File: src/rtl/evr_event_mapper.sv
// EVR event mapper: looks up each received event code in the mapping RAM and turns the
// mapping word into pulses, timestamp control, heartbeat watchdog and IRQ. Optional: EVR_EVENT_COUNTER_EN.
module evr_event_mapper #(
   parameter int          NUM_PULSE   = 8,
   parameter int          PULSE_WIDTH = 4,
   parameter logic [31:0] HB_TIMEOUT  = 32'd125000000
) (
   input  logic                 CLK_IN,
   input  logic                 RESET_N_IN,
   input  logic                 MAP_EN_IN,
   input  logic [7:0]           EVENT_CODE_IN,
   input  logic                 EVENT_VALID_IN,
   output logic [7:0]           RD_ADDR_OUT,
   input  logic [15:0]          RD_DATA_IN,
   output logic [NUM_PULSE-1:0] PULSE_OUT,
   output logic [31:0]          TS_OUT,
   output logic [31:0]          TS_LATCH_OUT,
   output logic                 TS_LATCH_VALID_OUT,
   output logic                 HB_TIMEOUT_OUT,
   output logic                 IRQ_OUT,
   input  logic                 IRQ_CLR_IN,
   output logic [31:0]          EVENT_CNT_OUT
);

   localparam int             PCW        = $clog2(PULSE_WIDTH + 1);
   localparam logic [PCW-1:0] PCNT_LOAD  = PCW'(PULSE_WIDTH);
   localparam logic [PCW-1:0] PCNT_ONE   = PCW'(1);
   localparam logic [PCW-1:0] PCNT_ZERO  = PCW'(0);

   logic                 accept_s;
   logic                 v1_r;
   logic                 v2_r;
   logic [15:0]          word_s;
   logic                 ts_clr_s;
   logic                 ts_latch_s;
   logic                 irq_set_s;
   logic                 hb_clr_s;
   logic                 unused_word_s;
   logic [PCW-1:0]       pcnt_r     [NUM_PULSE];
   logic [PCW-1:0]       pcnt_nxt_s [NUM_PULSE];
   logic [NUM_PULSE-1:0] pulse_nxt_s;
   logic [31:0]          hb_cnt_r;

   // The null code 0x00 is never looked up; MAP_EN_IN only gates new acceptances.
   assign accept_s = EVENT_VALID_IN & MAP_EN_IN & (EVENT_CODE_IN != 8'h00);

   // The RAM word only means anything while an event sits in S2.
   assign word_s        = v2_r ? RD_DATA_IN : 16'h0000;
   assign ts_latch_s    = word_s[12];
   assign ts_clr_s      = word_s[13];
   assign irq_set_s     = word_s[14];
   assign hb_clr_s      = word_s[15];
   assign unused_word_s = ^word_s;

   // Lookup pipeline: S1 drives the RAM address, S2 marks the returning word.
   always_ff @(posedge CLK_IN or negedge RESET_N_IN) begin
      if (!RESET_N_IN) begin
         RD_ADDR_OUT <= 8'h00;
         v1_r        <= 1'b0;
         v2_r        <= 1'b0;
      end else begin
         if (accept_s) begin
            RD_ADDR_OUT <= EVENT_CODE_IN;
         end
         v1_r <= accept_s;
         v2_r <= v1_r;
      end
   end

   // Pulse stretcher next state; a retrigger reloads so the pulse extends without a gap.
   always_comb begin
      pulse_nxt_s = {NUM_PULSE{1'b0}};
      for (int i = 0; i < NUM_PULSE; i++) begin
         pcnt_nxt_s[i] = PCNT_ZERO;
         if (word_s[i]) begin
            pcnt_nxt_s[i] = PCNT_LOAD;
         end else if (pcnt_r[i] != PCNT_ZERO) begin
            pcnt_nxt_s[i] = pcnt_r[i] - PCNT_ONE;
         end else begin
            pcnt_nxt_s[i] = PCNT_ZERO;
         end
         pulse_nxt_s[i] = (pcnt_nxt_s[i] != PCNT_ZERO);
      end
   end

   // Pulse counters and outputs; the output registers the next count so it rises with the load.
   always_ff @(posedge CLK_IN or negedge RESET_N_IN) begin
      if (!RESET_N_IN) begin
         for (int i = 0; i < NUM_PULSE; i++) begin
            pcnt_r[i] <= PCNT_ZERO;
         end
         PULSE_OUT <= {NUM_PULSE{1'b0}};
      end else begin
         for (int i = 0; i < NUM_PULSE; i++) begin
            pcnt_r[i] <= pcnt_nxt_s[i];
         end
         PULSE_OUT <= pulse_nxt_s;
      end
   end

   // Timestamp counter and latch; the latch sees the pre-reset value when both bits are set.
   always_ff @(posedge CLK_IN or negedge RESET_N_IN) begin
      if (!RESET_N_IN) begin
         TS_OUT             <= 32'h0000_0000;
         TS_LATCH_OUT       <= 32'h0000_0000;
         TS_LATCH_VALID_OUT <= 1'b0;
      end else begin
         TS_OUT             <= ts_clr_s ? 32'h0000_0000 : TS_OUT + 32'h0000_0001;
         TS_LATCH_VALID_OUT <= ts_latch_s;
         if (ts_latch_s) begin
            TS_LATCH_OUT <= TS_OUT;
         end
      end
   end

   // Heartbeat watchdog: saturating counter, flag registered from the current count.
   always_ff @(posedge CLK_IN or negedge RESET_N_IN) begin
      if (!RESET_N_IN) begin
         hb_cnt_r       <= 32'h0000_0000;
         HB_TIMEOUT_OUT <= 1'b0;
      end else begin
         if (hb_clr_s) begin
            hb_cnt_r <= 32'h0000_0000;
         end else if (hb_cnt_r != HB_TIMEOUT) begin
            hb_cnt_r <= hb_cnt_r + 32'h0000_0001;
         end
         HB_TIMEOUT_OUT <= (hb_cnt_r == HB_TIMEOUT);
      end
   end

   // Sticky interrupt; a set in the same cycle as a clear wins.
   always_ff @(posedge CLK_IN or negedge RESET_N_IN) begin
      if (!RESET_N_IN) begin
         IRQ_OUT <= 1'b0;
      end else if (irq_set_s) begin
         IRQ_OUT <= 1'b1;
      end else if (IRQ_CLR_IN) begin
         IRQ_OUT <= 1'b0;
      end
   end

`ifdef EVR_EVENT_COUNTER_EN
   // Mapped-event counter: every non-empty word reaching S2 counts once.
   always_ff @(posedge CLK_IN or negedge RESET_N_IN) begin
      if (!RESET_N_IN) begin
         EVENT_CNT_OUT <= 32'h0000_0000;
      end else if (word_s != 16'h0000) begin
         EVENT_CNT_OUT <= EVENT_CNT_OUT + 32'h0000_0001;
      end
   end
`else
   assign EVENT_CNT_OUT = 32'h0000_0000;
`endif

endmodule

File: config.mk
export PLATFORM = sky130hd
export DESIGN_NAME = evr_event_mapper
export DESIGN_NICKNAME = d
export VERILOG_FILES = /design/src/rtl/evr_event_mapper.sv
export SDC_FILE = /design/constraint.sdc
export NUM_CORES = 1
export LEC_CHECK = 0
export CAP_MARGIN = 0
export CORE_MARGIN = 5
export CORE_UTILIZATION = 45
export CTS_CLUSTER_DIAMETER = 50
export CTS_CLUSTER_SIZE = 40
export DETAILED_ROUTE_END_ITERATION = 12
export HOLD_SLACK_MARGIN = 0.03
export PLACE_DENSITY_LB_ADDON = 0.1
export SYNTH_ARGS = -nofsm -noshare
export SYNTH_HDL_FRONTEND = slang
export SYNTH_SLANG_ARGS = --single-unit
File: constraint.sdc
create_clock -name CLK_IN -period 4.2 [get_ports CLK_IN]
set_clock_uncertainty 0.2 [all_clocks]
set_input_delay 0.84 -clock CLK_IN [delete_from_list [all_inputs] [get_ports CLK_IN]]
set_output_delay 0.84 -clock CLK_IN [all_outputs]
set_load 0.03 [all_outputs]
==> Yosys cells after proc, flatten, opt, wreduce, memory -nomap -nowiden <==
Index checks and enable logic that the tools add are counted.
{ "word_totals": {"latch_bits": 0, "output_inout_bits": 115, "ram_bits": 0, "inputBits": 29, "word_cells": 73, "mem_count": 0, "romBits": 0, "reg_bits": 141} }
{ "classes": {"muxes": 22, "n_div": 0, "n_reduce_logical": 19, "add_sub_neg": 10, "shifts": 0, "eq_ne": 2, "multipliers": 0, "n_lt_le_gt_ge": 0, "n_bitwise": 2} }
{ "op_table": {"columns": ["operator", "count"], "rows": [
  ["32-bit two-way mux", 3],
  ["32-bit by 1-bit adder with 32-bit output (second input constant)", 2],
  ["3-bit two-way mux", 16],
  ["3-bit nonzero test", 16],
  ["32-bit by 27-bit == test with 1-bit output (second input constant)", 1],
  ["32-bit by 27-bit inequality test with 1-bit output (second input constant)", 1],
  ["3-bit by 1-bit subtractor with 3-bit output (second input constant)", 8],
  ["16-bit two-way mux", 1],
  ["8-bit nonzero test", 1],
  ["2-bit nonzero test", 2],
  ["1-bit bitwise AND", 2],
  ["1-bit two-way mux", 2]
]} }

==> Depth between registers and ports, before layout <==
Gate-level depths: netlist (run 1).
{ "logic_depth": {"word_depth": 4, "depth_mapped": 7, "depth_no_buf": 7} }

==> Worst setup path after synthesis (run 1) <==
Ideal clock, no wire load.
{ "synth_timing": {"path_type": "register to register", "start": "register TS_OUT[0]", "end": "register TS_OUT[30]", "stages_incl_launch_ff": 8, "synth_period_minus_slack_ps": 2186, "t_required_ps": 3868, "setup_time_ps": 132, "t_arrival_ps": 1854, "path_slack_ps": 2014, "n_path_buf": 1, "cell_sequence": "dfrtp_1 > ha_1 > and4_1 > nand3_1 > clkbuf_1 > nor4_1 > xnor2_1 > nor2_1"} }
{ "synth_between": {"elab_chain_cells": 2} }
{ "synth_lines": {"columns": ["item", "line", "source"], "rows": [
  ["start: declaration", "16", "output logic [31:0] TS_OUT,"],
  ["start signal: assignment", "108", "TS_OUT <= ts_clr_s ? 32'h0000_0000 : TS_OUT + 32'h0000_0001;"],
  ["32-bit by 1-bit adder with 32-bit output", "108", null],
  ["32-bit two-way mux", "108", null]
]} }
Every way passes these cells.
A chain may end at the register's enable or synchronous reset.

==> Final worst setup path (run 1) <==
{ "layout_timing": {"start": "register TS_OUT[2]", "end": "output TS_OUT[2]"} }
No word-level cell between the ends.

==> results.sh, run 1 <==
export IMPL_total_congestion_overflow_after_global_routing=0
export IMPL_worst_skew_pair_late_latency_ns=0.41
export IMPL_gr_usage_all_layers_pct=17.3
export IMPL_yosysSeqAreaShare_pct=53.9
export IMPL_floorplan_initialDensity_pct=45.4
export IMPL_ys_flop_type="sky130_fd_sc_hd__dfrtp_1"
export IMPL_via_count=4648
export IMPL_routedWlPerCell_um=15.4
export IMPL_antenna_diode_count=0
export IMPL_worst_r2r_setup_slack_ns=1.78
export IMPL_count_of_flip_flops_with_a_built_in_enable_after_synthesis=0
export IMPL_routabilityCongestion=0.816
export IMPL_pwr_density_cell_nw_per_um2=515
export IMPL_min_from="v1_r"
export IMPL_crit_path_start_kind="register"
export IMPL_holdPathStages=0
export IMPL_htree_levels=4
export IMPL_timing_rr_end="TS_OUT[26]"
export IMPL_timing_rr_start="TS_OUT[0]"
export IMPL_grt_pass1_wl_mm=23.2
export IMPL_synth_top_area_share_pct=53.9
export IMPL_detailedRoute_firstIterationViolations=272
export IMPL_core_area_um2=14400
export IMPL_crit_path_max_fanout=7
export IMPL_post_route_drc_count=0
export IMPL_setup_viol=0
export IMPL_worst_slew_pin_transition_ns=0.798
export IMPL_layout_drive_gt1_share_pct=10.5
export IMPL_number_of_distinct_library_cell_variants_in_the_gate_level_netlist_after_synthesis=42
export IMPL_post_synth_main_area_contributors="sky130_fd_sc_hd__dfrtp_1 54%, sky130_fd_sc_hd__mux2_2 6.0%, sky130_fd_sc_hd__nor2_1 4.1%, sky130_fd_sc_hd__xnor2_1 4.0%, sky130_fd_sc_hd__buf_4 3.8%"
export IMPL_fillCellCount=1267
export IMPL_post_route_antenna_net_violation_count=0
export IMPL_vdd_ir_drop_max_uv=289
export IMPL_netlist_top_cell_by_area="sky130_fd_sc_hd__dfrtp_1"
export IMPL_clock_tree_root_cell="sky130_fd_sc_hd__clkbuf_16"
export IMPL_timing_critical_path_to_type="output pin"
export IMPL_grt_pass1_vias=4726
export IMPL_dieArea_um2=17100
export IMPL_netlist_top_cells_count="141 x sky130_fd_sc_hd__dfrtp_1, 72 x sky130_fd_sc_hd__nor2_1, 35 x sky130_fd_sc_hd__mux2_2, 35 x sky130_fd_sc_hd__nand2_1, 33 x sky130_fd_sc_hd__buf_4"
export IMPL_period_share_pct=63.1
export IMPL_cellLeakagePower_uw=0.00384
export IMPL_synthArstFlopShare_pct=100
export IMPL_final_min_clock_period_ns=2.65
export IMPL_placed_cell_area_um2=7670
export IMPL_totalWireLength_mm=14.1
export IMPL_flow_area_growth_from_synthesis_pct=27.1
export IMPL_tritoncts_buffers=17
export IMPL_grt_setup_unrepaired="no"
export IMPL_top_level_port_count=144
export IMPL_max_freq_mhz=377
export IMPL_fp_dieW_um=131
export IMPL_synth_simple_gate_area_share_pct=17.2
export IMPL_ys_warnings_count=0
export IMPL_post_synth_inst_count=613
export IMPL_cp_num_buf_inv=1
export IMPL_std_cell_rows=44
export IMPL_final_hold_viol_count=0
export IMPL_crit_path_top_delay_cell="sky130_fd_sc_hd__clkdlybuf4s50_1"
export IMPL_critical_path_start_end_classification="reg2out"
export IMPL_synth_adder_area_share_pct=3.63
export IMPL_worst_endpoint_required_ns=3.16
export IMPL_yosysMostFrequentCell="sky130_fd_sc_hd__dfrtp_1"
export IMPL_synth_cell_area_um2=6550
export IMPL_final_cell_area_um2=8320
export IMPL_synth_xor_xnor_area_share_pct=6.56
export IMPL_height_of_the_chip_um=131
export IMPL_path_clk_slew_ns=0.06
export IMPL_fin_nets=768
export IMPL_dp_final_hpwl_mm=9.55
export IMPL_hold_path_endpoint="v2_r"
export IMPL_grt_max_degree=86
export IMPL_setup_tns_final_ns=0
export IMPL_run_status="completed"
export IMPL_fin_hold_ws_ns=0.154
export IMPL_post_cts_resized_instances=0
export IMPL_first_pass_iters=4
export IMPL_post_cts_repair_setup_buffers=0
export IMPL_combinational_family_with_the_most_area_after_synthesis="simple AND/OR/NAND/NOR gates"
export IMPL_cts_buffer_depth=2
export IMPL_syn_area_per_cell_um2=10.7
export IMPL_cts_num_sinks=141
export IMPL_worstRegToRegCells=6
export IMPL_synth_mux_area_share_pct=6.17
export IMPL_drv_cap=0
export IMPL_util_after_layout_pct=57.7
export IMPL_crit_path_cell_trace="clkdlybuf4s50_1"
export IMPL_crit_path_max_incr_delay_ns=0.72
export IMPL_cts_tree="built"
export IMPL_report_final_slew_viol_count=0
export IMPL_max_slew_margin_rel_pct=46.8
export IMPL_hp_class="reg2reg"
export IMPL_port_buffer_count=107
export IMPL_worst_path_dominant_cell_family="buffers and inverters"
export IMPL_critical_path_arrival_ns=1.61
export IMPL_post_cts_hold_buffer_count=0
export IMPL_synth_compound_area_share_pct=5.41
export IMPL_viasPerCell=5.07
export IMPL_synth_seq_cells=141
export IMPL_antenna_found_initial=0
export IMPL_total_power_uw=4290
-- power by group --
group / switching (uW) / total (uW) / internal [uW]
registers: 148 / 1700 / 1560
clock network: 587 / 1660 / 1080
logic: 545 / 920 / 375
total: 1280 / 4290 / 3010
-- stage by stage --
stage / setup slack (ns) / instances
after floorplan: 2.01 / 644
after global placement: 1.45 / 885
after detailed placement: 1.44 / 885
after CTS: 1.50 / 917
after global routing: 1.48 / 917
final: 1.55 / 917
-- state kept, by name, indices dropped and copies added, names as in the netlist --
signal,flops
HB_TIMEOUT_OUT,1
IRQ_OUT,1
PULSE_OUT,8
RD_ADDR_OUT,8
TS_LATCH_OUT,32
TS_LATCH_VALID_OUT,1
TS_OUT,32
hb_cnt_r,32
pcnt_r,24
v1_r,1
v2_r,1
-- area by class of cell --
| class | count | area [um2] | share of cell area (%) |
|---|---|---|---|
| flip-flops and latches | 141 | 3530 | 42.4 |
| multi-input cells | 418 | 2670 | 32.1 |
| repair buffers | 112 | 1120 | 13.5 |
| clock buffers | 19 | 443 | 5.32 |
| well taps | 184 | 230 | 2.77 |
| clock inverters | 13 | 211 | 2.54 |
| inverters | 30 | 113 | 1.35 |
-- worst max path at each step --
| stage | start | cells after the start | slack, ns | endpoint |
|---|---|---|---|---|
| floorplan | TS_OUT[0] | 7 | 2.01 | TS_OUT[30] |
| global placement | EVENT_CODE_IN[0] | 4 | 1.45 | RD_ADDR_OUT[3] |
| detailed placement | EVENT_CODE_IN[0] | 4 | 1.44 | RD_ADDR_OUT[6] |
| CTS | TS_OUT[2] | 1 | 1.50 | TS_OUT[2] |
| global route | TS_OUT[2] | 1 | 1.48 | TS_OUT[2] |
| finish | TS_OUT[2] | 1 | 1.55 | TS_OUT[2] |
-- cells in the final DEF, fill, tap and decap left out, types with 5 or more instances in the layout --
master / count
sky130_fd_sc_hd__xnor2_1: 30
sky130_fd_sc_hd__conb_1: 32
sky130_fd_sc_hd__xor2_1: 19
sky130_fd_sc_hd__inv_1: 30
sky130_fd_sc_hd__nor4b_1: 5
sky130_fd_sc_hd__nor2_1: 72
sky130_fd_sc_hd__and3_1: 14
sky130_fd_sc_hd__nor3_1: 17
sky130_fd_sc_hd__nand2_1: 35
sky130_fd_sc_hd__or3_1: 8
sky130_fd_sc_hd__bufinv_16: 5
sky130_fd_sc_hd__dfrtp_1: 141
sky130_fd_sc_hd__a211oi_1: 8
sky130_fd_sc_hd__nor4_1: 9
sky130_fd_sc_hd__and2_1: 12
sky130_fd_sc_hd__mux2_2: 35
sky130_fd_sc_hd__clkdlybuf4s50_1: 106
sky130_fd_sc_hd__a21o_1: 8
sky130_fd_sc_hd__a21oi_1: 28
sky130_fd_sc_hd__nand4_1: 13
sky130_fd_sc_hd__nand3_1: 18
sky130_fd_sc_hd__ha_1: 19
sky130_fd_sc_hd__clkbuf_16: 17
sky130_fd_sc_hd__o21ai_0: 14
-- per-layer routing --
layer | track usage (%) | up-vias | share of wire (%)
met1 | 21.6 | 2311 | 42
li1 | - | 2218 | -
met5 | 0 | - | 0
met4 | 4.96 | 0 | 0.81
met3 | 6.67 | 9 | 6.7
met2 | 27.9 | 110 | 51
-- cells by family (layout without fill, tap and decap cells) --
logic type               count (synthesis)  count (layout)
flip-flops                             141             141
XOR/XNOR                                49              49
multiplexers                            36              36
other                                    1              32
AND/OR/NAND/NOR                        221             221
adder cells (fa/ha/maj)                 19              19
AO/OA/AOI/OAI                           61              61
buffers and inverters                   85             174
No activity file was read; power rests on OpenSTA's default activity.
==> run 2: changes to the inputs <==
- clock period: 4.2 -> 2.5 ns (I/O delays scaled with it)
==> run 2 against run 1 <==
Combinational power up 71%. Setup slack worse by 1.4 ns. Hold slack better by 0.014 ns. Flip-flop and latch count unchanged. Power up 67%. Largest power group unchanged. Clock power up 65%.
==> results.sh, run 2 (same netlist as run 1, synthesis figures left out) <==
export IMPL_worst_skew_pair_late_latency_ns=0.40
export IMPL_setup_viol=0
export IMPL_max_slew_margin_rel_pct=47.0
export IMPL_critical_path_arrival_ns=1.61
export IMPL_clock_tree_root_cell="sky130_fd_sc_hd__clkbuf_16"
export IMPL_mostFrequentLayoutCell="sky130_fd_sc_hd__dfrtp_1"
export IMPL_grt_max_degree=61
export IMPL_post_route_drc_count=0
export IMPL_final_cell_mix="141 x sky130_fd_sc_hd__dfrtp_1, 106 x sky130_fd_sc_hd__clkdlybuf4s50_1, 72 x sky130_fd_sc_hd__nor2_1"
export IMPL_crit_path_top_delay_cell="sky130_fd_sc_hd__clkdlybuf4s50_1"
export IMPL_final_seq_area_um2=3530
export IMPL_final_min_clock_period_ns=2.31
export IMPL_port_buffer_count=107
export IMPL_final_hold_viol_count=0
export IMPL_post_cts_hold_buffer_count=1
export IMPL_vdd_ir_drop_max_uv=438
export IMPL_floorplan_initialDensity_pct=45.4
export IMPL_multi_input_comb_area_um2=2670
export IMPL_pre_cts_slack_ns=0.0536
export IMPL_top_level_port_count=144
export IMPL_grt_setup_unrepaired="no"
export IMPL_drv_cap=0
export IMPL_pwr_density_cell_nw_per_um2=850
export IMPL_layout_top_registers="TS_LATCH_OUT x32, TS_OUT x32, hb_cnt_r x32"
export IMPL_gr_usage_all_layers_pct=17.6
export IMPL_dieArea_um2=17100
export IMPL_fp_dieW_um=131
export IMPL_hp_class="reg2reg"
export IMPL_post_route_antenna_net_violation_count=0
export IMPL_grt_pass1_wl_mm=23.8
export IMPL_flow_area_growth_from_synthesis_pct=28.8
export IMPL_path_clk_slew_ns=0.06
export IMPL_post_cts_resized_instances=0
export IMPL_antenna_found_initial=0
export IMPL_crit_path_max_incr_delay_ns=0.73
export IMPL_cts_num_sinks=141
export IMPL_crit_path_start_kind="register"
export IMPL_setup_tns_final_ns=0
export IMPL_routedWlPerCell_um=15.3
export IMPL_post_cts_repair_setup_buffers=0
export IMPL_height_of_the_chip_um=131
export IMPL_cts_buffer_depth=2
export IMPL_critical_path_start_end_classification="reg2out"
export IMPL_final_critical_path_setup_slack_ns=0.190
export IMPL_htree_levels=4
export IMPL_fin_nets=782
export IMPL_crit_path_max_fanout=7
export IMPL_std_cell_rows=44
export IMPL_fillCellCount=1228
export IMPL_via_count=4682
export IMPL_worst_path_dominant_cell_family="buffers and inverters"
export IMPL_timing_critical_path_to_type="output pin"
export IMPL_antenna_diode_count=0
export IMPL_core_area_um2=14400
export IMPL_period_share_pct=92.4
export IMPL_detailedRoute_firstIterationViolations=165
export IMPL_worst_endpoint_required_ns=1.80
export IMPL_run_status="completed"
export IMPL_worst_slew_pin_transition_ns=0.795
export IMPL_total_congestion_overflow_after_global_routing=0
export IMPL_max_freq_mhz=433
export IMPL_layout_drive_gt1_share_pct=12.0
export IMPL_cp_num_buf_inv=1
export IMPL_first_pass_iters=5
export IMPL_report_final_slew_viol_count=0
export IMPL_crit_path_cell_trace="clkdlybuf4s50_1"
export IMPL_cts_tree="built"
export IMPL_viasPerCell=5.03
export IMPL_dp_final_hpwl_mm=9.91
export IMPL_routabilityCongestion=0.852
export IMPL_tritoncts_buffers=17
export IMPL_total_power_uw=7170
export IMPL_grt_pass1_vias=4855
export IMPL_totalWireLength_mm=14.2
export IMPL_cellLeakagePower_uw=0.00390
==> run 2: area by class of cell <==
class	instances	share of cell area, %
clock inverter	9	1.86
inverter	30	1.34
timing repair buffer	126	14.6
sequential	141	41.9
tap	184	2.73
multi-input combinational	418	31.7
clock buffer	23	5.91
==> run 2: per-layer routing <==
layer  GRT usage, %  vias to the layer above  share of wire, %
li1               -                     2254                 -
met1           21.7                     2306                42
met2           29.2                      113                51
met5              0                        -                 0
met3           6.79                        9               6.3
met4           4.48                        0               1.0
==> run 2: worst paths after layout <==
| kind | from | to | slack (ns) | cells after the start |
|---|---|---|---|---|
| max | TS_OUT[2] | TS_OUT[2] | 0.19 | 1 |
| min | v1_r | v2_r | 0.17 | 0 |
| max reg2reg | hb_cnt_r[2] | hb_cnt_r[30] | 0.25 | 4 |
| min reg2reg | v1_r | v2_r | 0.17 | 0 |
| max in group asynchronous | RESET_N_IN | pcnt_r[8] | 0.94 | 3 |
| min in group asynchronous | RESET_N_IN | hb_cnt_r[30] | 0.44 | 2 |
==> run 2: metrics by stage <==
| step | util (%) | std cells | instance area, um2 | hold WS (ns) |
|---|---|---|---|---|
| 6_report | 58.4 | 931 | 8430 | 0.167 |
| 5_1_grt | 58.4 | 931 | 8430 | 0.183 |
| 4_1_cts | 58.4 | 931 | 8430 | 0.170 |
| 3_5_place_dp | 53.8 | 898 | 7760 | 0.152 |
| 2_1_floorplan | - | 644 | 6660 | 0.00441 |
| 3_3_place_gp | 53.8 | 898 | 7760 | 0.146 |
==> run 2: worst register-to-register path, stage by stage, from the launching register on <==
cell	delay (ns)
sky130_fd_sc_hd__dfrtp_1	0.44
sky130_fd_sc_hd__and4_1	0.33
sky130_fd_sc_hd__nand4_2	0.41
sky130_fd_sc_hd__or4_1	0.64
sky130_fd_sc_hd__a21oi_1	0.16
==> run 2: where the power goes <==
group	internal [uW]	total, uW	switching [uW]
logic	637	1570	930
clock network	1800	2740	935
registers	2620	2860	245
total	5060	7170	2110
